**src/rtl/hazard_stall_ctrl.sv**
```systemverilog
// hazard_stall_ctrl: central stall / bubble controller for the 5-stage LC-3b
// pipeline. Combines the ID-stage load-use check with the I-cache and D-cache
// handshakes. It drives the front (PC, IF/ID) and back (ID/EX, EX/MEM, MEM/WB)
// stall lines and the ID/EX bubble insert. It also holds an I-cache response
// that returns early while the pipeline is stalled, and runs a sticky
// watchdog on memory waits.
//
// Optional build macro HAZARD_PERF_CNT_EN adds the perf_clear input and two
// free-running performance counters: perf_mem_stall and perf_bubbles.
module hazard_stall_ctrl #(
    parameter int MEM_TIMEOUT = 1024,
    parameter int CNT_W       = 32
) (
    input  logic       clk,
    input  logic       reset,
    input  logic       id_valid,
    input  logic [2:0] id_sr1_reg,
    input  logic [2:0] id_sr2_reg,
    input  logic       id_uses_sr1,
    input  logic       id_uses_sr2,
    input  logic       ex_valid,
    input  logic [2:0] ex_dest,
    input  logic       ex_load_regfile,
    input  logic       ex_mem_read,
    input  logic       imem_read,
    input  logic       imem_resp,
    input  logic       dmem_req,
    input  logic       dmem_resp,
    output logic       front_stall,
    output logic       back_stall,
    output logic       id_ex_bubble,
    output logic       imem_read_mask,
    output logic       fetch_latch_en,
    output logic       err_timeout
`ifdef HAZARD_PERF_CNT_EN
    ,
    input  logic             perf_clear,
    output logic [CNT_W-1:0] perf_mem_stall,
    output logic [CNT_W-1:0] perf_bubbles
`endif
);

    typedef enum logic [1:0] {
        ST_RUN      = 2'd0,
        ST_BUBBLE   = 2'd1,
        ST_MEM_WAIT = 2'd2
    } state_t;

    // The watchdog counter only has to reach MEM_TIMEOUT, where it saturates.
    localparam int WC_W = (MEM_TIMEOUT < 1) ? 1 : $clog2(MEM_TIMEOUT + 1);
    localparam logic [WC_W-1:0] WC_LIMIT = WC_W'(MEM_TIMEOUT);

    state_t          state_q, state_d;
    logic            imem_done_q, imem_done_d;
    logic [WC_W-1:0] wait_cnt_q, wait_cnt_d;
    logic            err_q, err_d;

    logic            imem_busy;
    logic            dmem_busy;
    logic            mem_busy;
    logic            load_use;
    logic            front_stall_w;

    // Source-operand match against the ID/EX destination, one lane per source.
    logic [2:0] src_reg [2];
    logic [1:0] src_use;
    logic [1:0] src_hit;

    assign src_reg[0] = id_sr1_reg;
    assign src_reg[1] = id_sr2_reg;
    assign src_use    = {id_uses_sr2, id_uses_sr1};

    genvar gi;
    generate
        for (gi = 0; gi < 2; gi++) begin : g_src
            assign src_hit[gi] = src_use[gi] & (src_reg[gi] == ex_dest);
        end
    endgenerate

    // Memory waits. An I-cache response that is already held does not count
    // as busy, because the fetch is not re-issued.
    assign imem_busy = imem_read & ~imem_resp & ~imem_done_q;
    assign dmem_busy = dmem_req & ~dmem_resp;
    assign mem_busy  = imem_busy | dmem_busy;

    // A load in EX feeds a register that the ID instruction reads.
    assign load_use = id_valid & ex_valid & ex_mem_read & ex_load_regfile & (|src_hit);

    assign front_stall_w  = mem_busy | load_use;
    assign front_stall    = front_stall_w;
    assign back_stall     = mem_busy;
    assign id_ex_bubble   = load_use & ~mem_busy;
    assign imem_read_mask = imem_done_q;
    assign fetch_latch_en = imem_read & imem_resp & ~imem_done_q & front_stall_w;
    assign err_timeout    = err_q;

    // The early-fetch flag sets when the I-cache answers during a stall. It
    // clears on the first cycle the front end moves, and clearing wins.
    always_comb begin
        imem_done_d = imem_done_q;
        if (imem_read & imem_resp & (dmem_busy | load_use)) begin
            imem_done_d = 1'b1;
        end
        if (!front_stall_w) begin
            imem_done_d = 1'b0;
        end
    end

    // Next-state logic. A memory wait always takes priority over a load-use
    // bubble. When the wait ends, the bubble is raised combinationally in the
    // same exit cycle.
    always_comb begin
        state_d = state_q;
        case (state_q)
            ST_RUN: begin
                if (mem_busy) begin
                    state_d = ST_MEM_WAIT;
                end else if (load_use) begin
                    state_d = ST_BUBBLE;
                end
            end
            ST_BUBBLE: begin
                if (mem_busy) begin
                    state_d = ST_MEM_WAIT;
                end else begin
                    state_d = ST_RUN;
                end
            end
            ST_MEM_WAIT: begin
                if (!mem_busy) begin
                    state_d = ST_RUN;
                end
            end
            default: state_d = ST_RUN;
        endcase
    end

    // Watchdog. The count restarts on entry to MEM_WAIT, steps once per
    // MEM_WAIT cycle and saturates. The error is sticky until reset.
    always_comb begin
        wait_cnt_d = wait_cnt_q;
        if ((state_q != ST_MEM_WAIT) && (state_d == ST_MEM_WAIT)) begin
            wait_cnt_d = '0;
        end else if ((state_q == ST_MEM_WAIT) && (wait_cnt_q != WC_LIMIT)) begin
            wait_cnt_d = wait_cnt_q + 1'b1;
        end
        err_d = err_q | (wait_cnt_d == WC_LIMIT);
    end

    // State registers with asynchronous reset.
    always_ff @(posedge clk or posedge reset) begin
        if (reset) begin
            state_q     <= ST_RUN;
            imem_done_q <= 1'b0;
            wait_cnt_q  <= '0;
            err_q       <= 1'b0;
        end else begin
            state_q     <= state_d;
            imem_done_q <= imem_done_d;
            wait_cnt_q  <= wait_cnt_d;
            err_q       <= err_d;
        end
    end

`ifdef HAZARD_PERF_CNT_EN
    logic [CNT_W-1:0] perf_mem_stall_q, perf_mem_stall_d;
    logic [CNT_W-1:0] perf_bubbles_q, perf_bubbles_d;

    // Counter next values. A clear overrides the increment, and both
    // counters wrap.
    always_comb begin
        perf_mem_stall_d = perf_mem_stall_q;
        perf_bubbles_d   = perf_bubbles_q;
        if (perf_clear) begin
            perf_mem_stall_d = '0;
            perf_bubbles_d   = '0;
        end else begin
            if (mem_busy) begin
                perf_mem_stall_d = perf_mem_stall_q + 1'b1;
            end
            if (load_use & ~mem_busy) begin
                perf_bubbles_d = perf_bubbles_q + 1'b1;
            end
        end
    end

    // Performance counter registers.
    always_ff @(posedge clk or posedge reset) begin
        if (reset) begin
            perf_mem_stall_q <= '0;
            perf_bubbles_q   <= '0;
        end else begin
            perf_mem_stall_q <= perf_mem_stall_d;
            perf_bubbles_q   <= perf_bubbles_d;
        end
    end

    assign perf_mem_stall = perf_mem_stall_q;
    assign perf_bubbles   = perf_bubbles_q;
`else
    // Counters are absent. The width parameter stays referenced so that
    // both builds share one parameter list.
    logic [CNT_W-1:0] perf_unused;
    assign perf_unused = '0;
`endif

endmodule

```
**config.mk**
```make
export PLATFORM = sky130hd
export DESIGN_NAME = hazard_stall_ctrl
export DESIGN_NICKNAME = d
export VERILOG_FILES = /design/src/rtl/hazard_stall_ctrl.sv
export SDC_FILE = /design/constraint.sdc
export NUM_CORES = 1
export LEC_CHECK = 0
export ABC_CLOCK_PERIOD_IN_PS = 1800
export CAP_MARGIN = 10
export CORE_AREA = 3 3 55 57
export DETAILED_ROUTE_END_ITERATION = 7
export DIE_AREA = 0 0 58 60
export PLACE_DENSITY = 0.72
export SLEW_MARGIN = 20
export SYNTH_ARGS = -nofsm -noshare
export SYNTH_HDL_FRONTEND = slang
export SYNTH_SLANG_ARGS = --single-unit
```
**constraint.sdc**
```tcl
create_clock -name clk -period 1.8 [get_ports clk]
set_input_delay 0.27 -clock clk [delete_from_list [all_inputs] [get_ports clk]]
set_output_delay 0.27 -clock clk [all_outputs]
set_load 0.1 [all_outputs]
```
Yosys cells after proc, flatten, opt, wreduce, memory -nomap -nowiden
Cells that the tools add are included.

operators by class
  $add $sub $neg = 1
  multipliers = 0
  div/mod/pow operators = 0
  magnitude comparators = 0
  equality and inequality tests = 9
  shift-type cells = 0
  multiplexer cells = 9
  bitwise logic cells = 22
  reductions and logical operators = 4

operators by type and width
  cell                                                    count
  two-way mux 11 bit                                      2
  AND 1 bit                                               14
  adder 11 x 1 -> 11 bit (second input constant)          1
  equality test 11 bit (second input constant)            1
  inequality test 11 bit (second input constant)          1
  two-way mux 2 bit                                       4
  equality test 3 bit                                     2
  one-hot mux 2 bit (3 select lines)                      1
  equality test 2 bit (second input constant)             2
  NOT 1 bit                                               4
  bitwise OR 1 bit                                        4
  equality test 2 x 1 -> 1 bit (second input constant)    1
  logical AND 1 bit                                       2
  zero test 2 bit                                         1
  two-way mux 1 bit                                       2
  inequality test 2 x 1 -> 1 bit (second input constant)  1
  inequality test 2 bit (second input constant)           1
  OR reduction 2 bit                                      1

storage, ports and cells
  bits in registers = 15
  bits in latches = 0
  memory bits (writable) = 0
  bits in read-only memories = 0
  input bits = 21
  output and inout port bits = 6
  word-level logic and storage cells = 49
  memories = 0

Longest topological paths before layout
  depth after elaboration = 12
  mapped depth = 7
  gate-level depth less buffers = 7

Worst setup path after synthesis
No wires, ideal clock.

  path type = register to output
  from = reg imem_done_q (netlist: imem_read_mask)
  to = out fetch_latch_en
  arrival = 2.971 ns
  path slack = -1.441 ns
  cell stages (with the launch flop) = 2
  buffers on the path = 0
  path through = dfrtp_1 nor3_1

on the way
  longest elaborated chain between the ends = 5
  elaborated cells between the ends (all ways) = 6

ends and longest elaborated chain
  what                    line    source
  from (decl)             54      logic imem_done_q, imem_done_d;
  from (signal assigned)  159     imem_done_q <= imem_done_d;
  NOT 1 bit (*)           82, 94
  AND 1 bit               82      assign imem_busy = imem_read & ~imem_resp & ~imem_done_q;
  bitwise OR 1 bit        84      assign mem_busy = imem_busy | dmem_busy;
  bitwise OR 1 bit        89      assign front_stall_w = mem_busy | load_use;
  AND 1 bit (*)           94      assign fetch_latch_en = imem_read & imem_resp & ~imem_done_q & front_stall_w;
  to (decl)               33      output logic fetch_latch_en,

Mark *: on every way between the ends. The rest lies on a longest branch, timed or not.

Final worst setup path
  from = reg imem_done_q (netlist: imem_read_mask)
  to = out id_ex_bubble

on the way
  longest elaborated chain between the ends = 5

ends and longest elaborated chain
  what              line  source
  NOT 1 bit         82
  AND 1 bit         82
  bitwise OR 1 bit  84
  NOT 1 bit         92    assign id_ex_bubble = load_use & ~mem_busy;
  AND 1 bit         92
  to (decl)         31    output logic id_ex_bubble,

Every way passes these cells.

==> flow_summary.json <==
{
  "p_switching_mw": 0.3887,
  "rsz0062_at_grt": "yes",
  "vias": 1200,
  "rows": 18,
  "combPwrFrac": 0.445,
  "cts_buffers": 3,
  "place.gp.congestion": 0.8691,
  "wl_per_cell_um": 17.01,
  "grt_usage": 0.2035,
  "fin_crit_ns": 1.935,
  "syn-cell-area_mm2": 0.001125,
  "fmaxAchievable_ghz": 0.5167,
  "hold_buffers": 0,
  "max_slew_margin": 0.5867,
  "drt_iter0_drc": 51,
  "io_pins": 27,
  "drt-vias-per-instance": 5.607,
  "grt_max_degree": 16,
  "cp.arrival_ns": 1.67,
  "postRouteWirelength_um": 3640,
  "cp_cell_sequence": "or3b_4 -> a21boi_4 -> and2_4 -> buf_12",
  "synth_nets": 147,
  "syn_to_final_growth_pct": 58.29,
  "htree_num_levels": 1,
  "cp-end-kind": "primary output",
  "slew_violations": 0,
  "critPathMaxStageDelay_ns": 0.48,
  "min_period_over_period": 1.075,
  "cap_violations": 0,
  "setup_slack_ns": -0.1353,
  "reg2reg_to": "err_timeout$_DFF_PP0_",
  "swShare": 0.3581,
  "clock_power_share": 0.184,
  "clkSinkCount": 15,
  "cpMaxStageDelayCell": "dfrtp_4",
  "violations": "negative setup slack",
  "path_delay_family": "simple AND/OR/NAND/NOR gates",
  "hp-class": "in -> async",
  "synth_cell_types": 42,
  "crit_type": "reg -> out",
  "final_common_cell": "buf_4",
  "numPortBuffers": 26,
  "drtAntennaViolNets": 0,
  "fillers": 183,
  "grt_pass1_wl_um": 5264,
  "ys_async_sr_fraction": 1.000,
  "hold_viol": 0,
  "cp.required_ns": 1.53,
  "worst-path-max-fanout": 3,
  "path_buf_inv": 1,
  "die_area_mm2": 0.003480,
  "yosys_warnings": 0,
  "crit_path_start_kind": "flop",
  "dr.pass1.iters": 4,
  "p_per_area_mw_per_mm2": 609.8,
  "regToRegSetupSlack_ns": -0.06,
  "final_cell_mix": "buf_4, nor2_1, dfrtp_1",
  "drc": 0,
  "clkLatencyLatePin_ns": 0.29,
  "overflow": 0,
  "fp.dieH_um": 60,
  "antennaDiodeCount": 0,
  "clk_path_buf_depth": 2,
  "die_x_um": 58,
  "tightest_slew_ns": 0.6192,
  "routed.top_layer": "met4",
  "synth-main-ff-cell": "dfrtp_1",
  "yosysSeqAreaShare": 0.3337,
  "final_layout_size_suffix_gt1_frac": 0.3967,
  "synth-edff-count": 0,
  "finClkSkew_ns": 0.004785,
  "cts_tree": "done",
  "setup_violations": 4,
  "syn_inst": 124,
  "reg2reg_depth": 7,
  "dr_wl_met2_um": 1976,
  "wl_met3_um": 187,
  "wirelength_met1_um": 1413,
  "initial_core_util": 0.4459,
  "ys_ff_latch": 15,
  "hpwlAfterDp_um": 2494,
  "status": "complete, but fails checks",
  "p_leak_nw": 0.9119,
  "rr_startpoint": "wait_cnt_q[0]$_DFF_PP0_",
  "fin_nets": 208,
  "antenna_found_initial": 0,
  "seqPwrFrac": 0.371,
  "grt_pass1_vias": 1145,
  "place_ws_ns": -0.3293,
  "avgSynthCellArea_um2": 9.071,
  "p_int_mw": 0.6970,
  "ir_drop_mv": 0.6658,
  "clock-root-buffer": "clkbuf_4",
  "core_mm2": 0.002522,
  "setup_tns_ns": -0.3102,
  "cts.clk_slew.worst_paths_ns": 0.09
}
## logic make-up (layout without fill, tap and decap cells)
family / after synthesis / after routing / synth area share
fa+ha+maj: 2 / 2 / 0.02224
simple gates: 60 / 60 / 0.3293
flops: 15 / 15 / 0.3337
compound gates: 17 / 17 / 0.1224
mux: 4 / 4 / 0.03671
xor+xnor: 13 / 13 / 0.1012
buf+inv: 13 / 73 / 0.05451
## Yosys cell counts (2+ instances only)
cell / count / area (um2)
xnor2_1: 10 / 87.58
nor2_1: 14 / 52.55
dfrtp_1: 15 / 375.4
nand2_1: 7 / 26.28
and2_1: 3 / 18.77
nand3_1: 3 / 15.01
nor3b_1: 3 / 22.52
and3_1: 2 / 12.51
ha_1: 2 / 25.02
mux2i_1: 3 / 30.03
nand4_1: 6 / 37.54
inv_1: 10 / 37.54
xor2_1: 3 / 26.28
nor3_1: 7 / 35.03
or2_2: 3 / 18.77
a41o_1: 2 / 20.02
a21oi_1: 6 / 30.03
## layer usage
layer  global-route usage  up-vias
met3              0.03456        9
met1               0.2363      580
met2               0.3790       53
li1                     -      558
met5                    0        -
met4              0.06291        0
## power groups by stage
| stage | Sequential [mW] | Combinational, mW | Clock, mW |
|---|---|---|---|
| 6_report | 0.403 | 0.484 | 0.200 |
| 5_1_grt | 0.409 | 0.518 | 0.216 |
| 4_1_cts | 0.401 | 0.450 | 0.199 |
| 3_5_place_dp | 0.410 | 0.433 | 0 |
| 3_3_place_gp | 0.407 | 0.419 | 0 |
| 2_1_floorplan | 0.403 | 0.264 | 0 |
## state kept, by name, indices dropped and copies added, names as in the netlist
name and cells:
wait_cnt_q 11, state_q 2, err_timeout 1, imem_read_mask 1
## metrics by stage
stage / instance area (um2) / util / hold slack [ns] / instances / total power, mW
after floorplan: 1160 / - / 0.1715 / 124 / 0.6672
after global placement: 1662 / 0.6587 / 0.4563 / 201 / 0.8266
after detailed placement: 1662 / 0.6587 / 0.4610 / 201 / 0.8427
after CTS: 1724 / 0.6835 / 0.3599 / 210 / 1.049
after global routing: 1780 / 0.7059 / 0.3793 / 214 / 1.142
final: 1780 / 0.7059 / 0.3398 / 214 / 1.086
## worst max-delay path by stage
stage	startpoint	to	slack, ns	depth (start not counted)
floorplan	ex_dest[1]	fetch_latch_en	-0.07	5
global placement	ex_dest[1]	fetch_latch_en	-0.26	7
detailed placement	ex_dest[1]	fetch_latch_en	-0.33	7
CTS	imem_read_mask$_DFFE_PP0P_	id_ex_bubble	-0.10	4
global route	imem_read_mask$_DFFE_PP0P_	id_ex_bubble	-0.16	4
finish	imem_read_mask$_DFFE_PP0P_	id_ex_bubble	-0.14	4
## cell type report
type                       count  area, um2  area share
clock buffer                   4      26.28     0.01476
inverter                      10      41.29     0.02319
multi-input combinational     96      767.0      0.4308
sequential                    15      380.4      0.2136
tap                           30      37.54     0.02108
timing repair buffer          59      528.0      0.2966
## timing repair
item                                    in CTS  in global routing
endpoints found under the setup margin       5                  6
buffers inserted                             5                  4
pin swaps                                   14                 13
resized for setup                           14                 31
No activity file was read; power rests on OpenSTA's default activity.
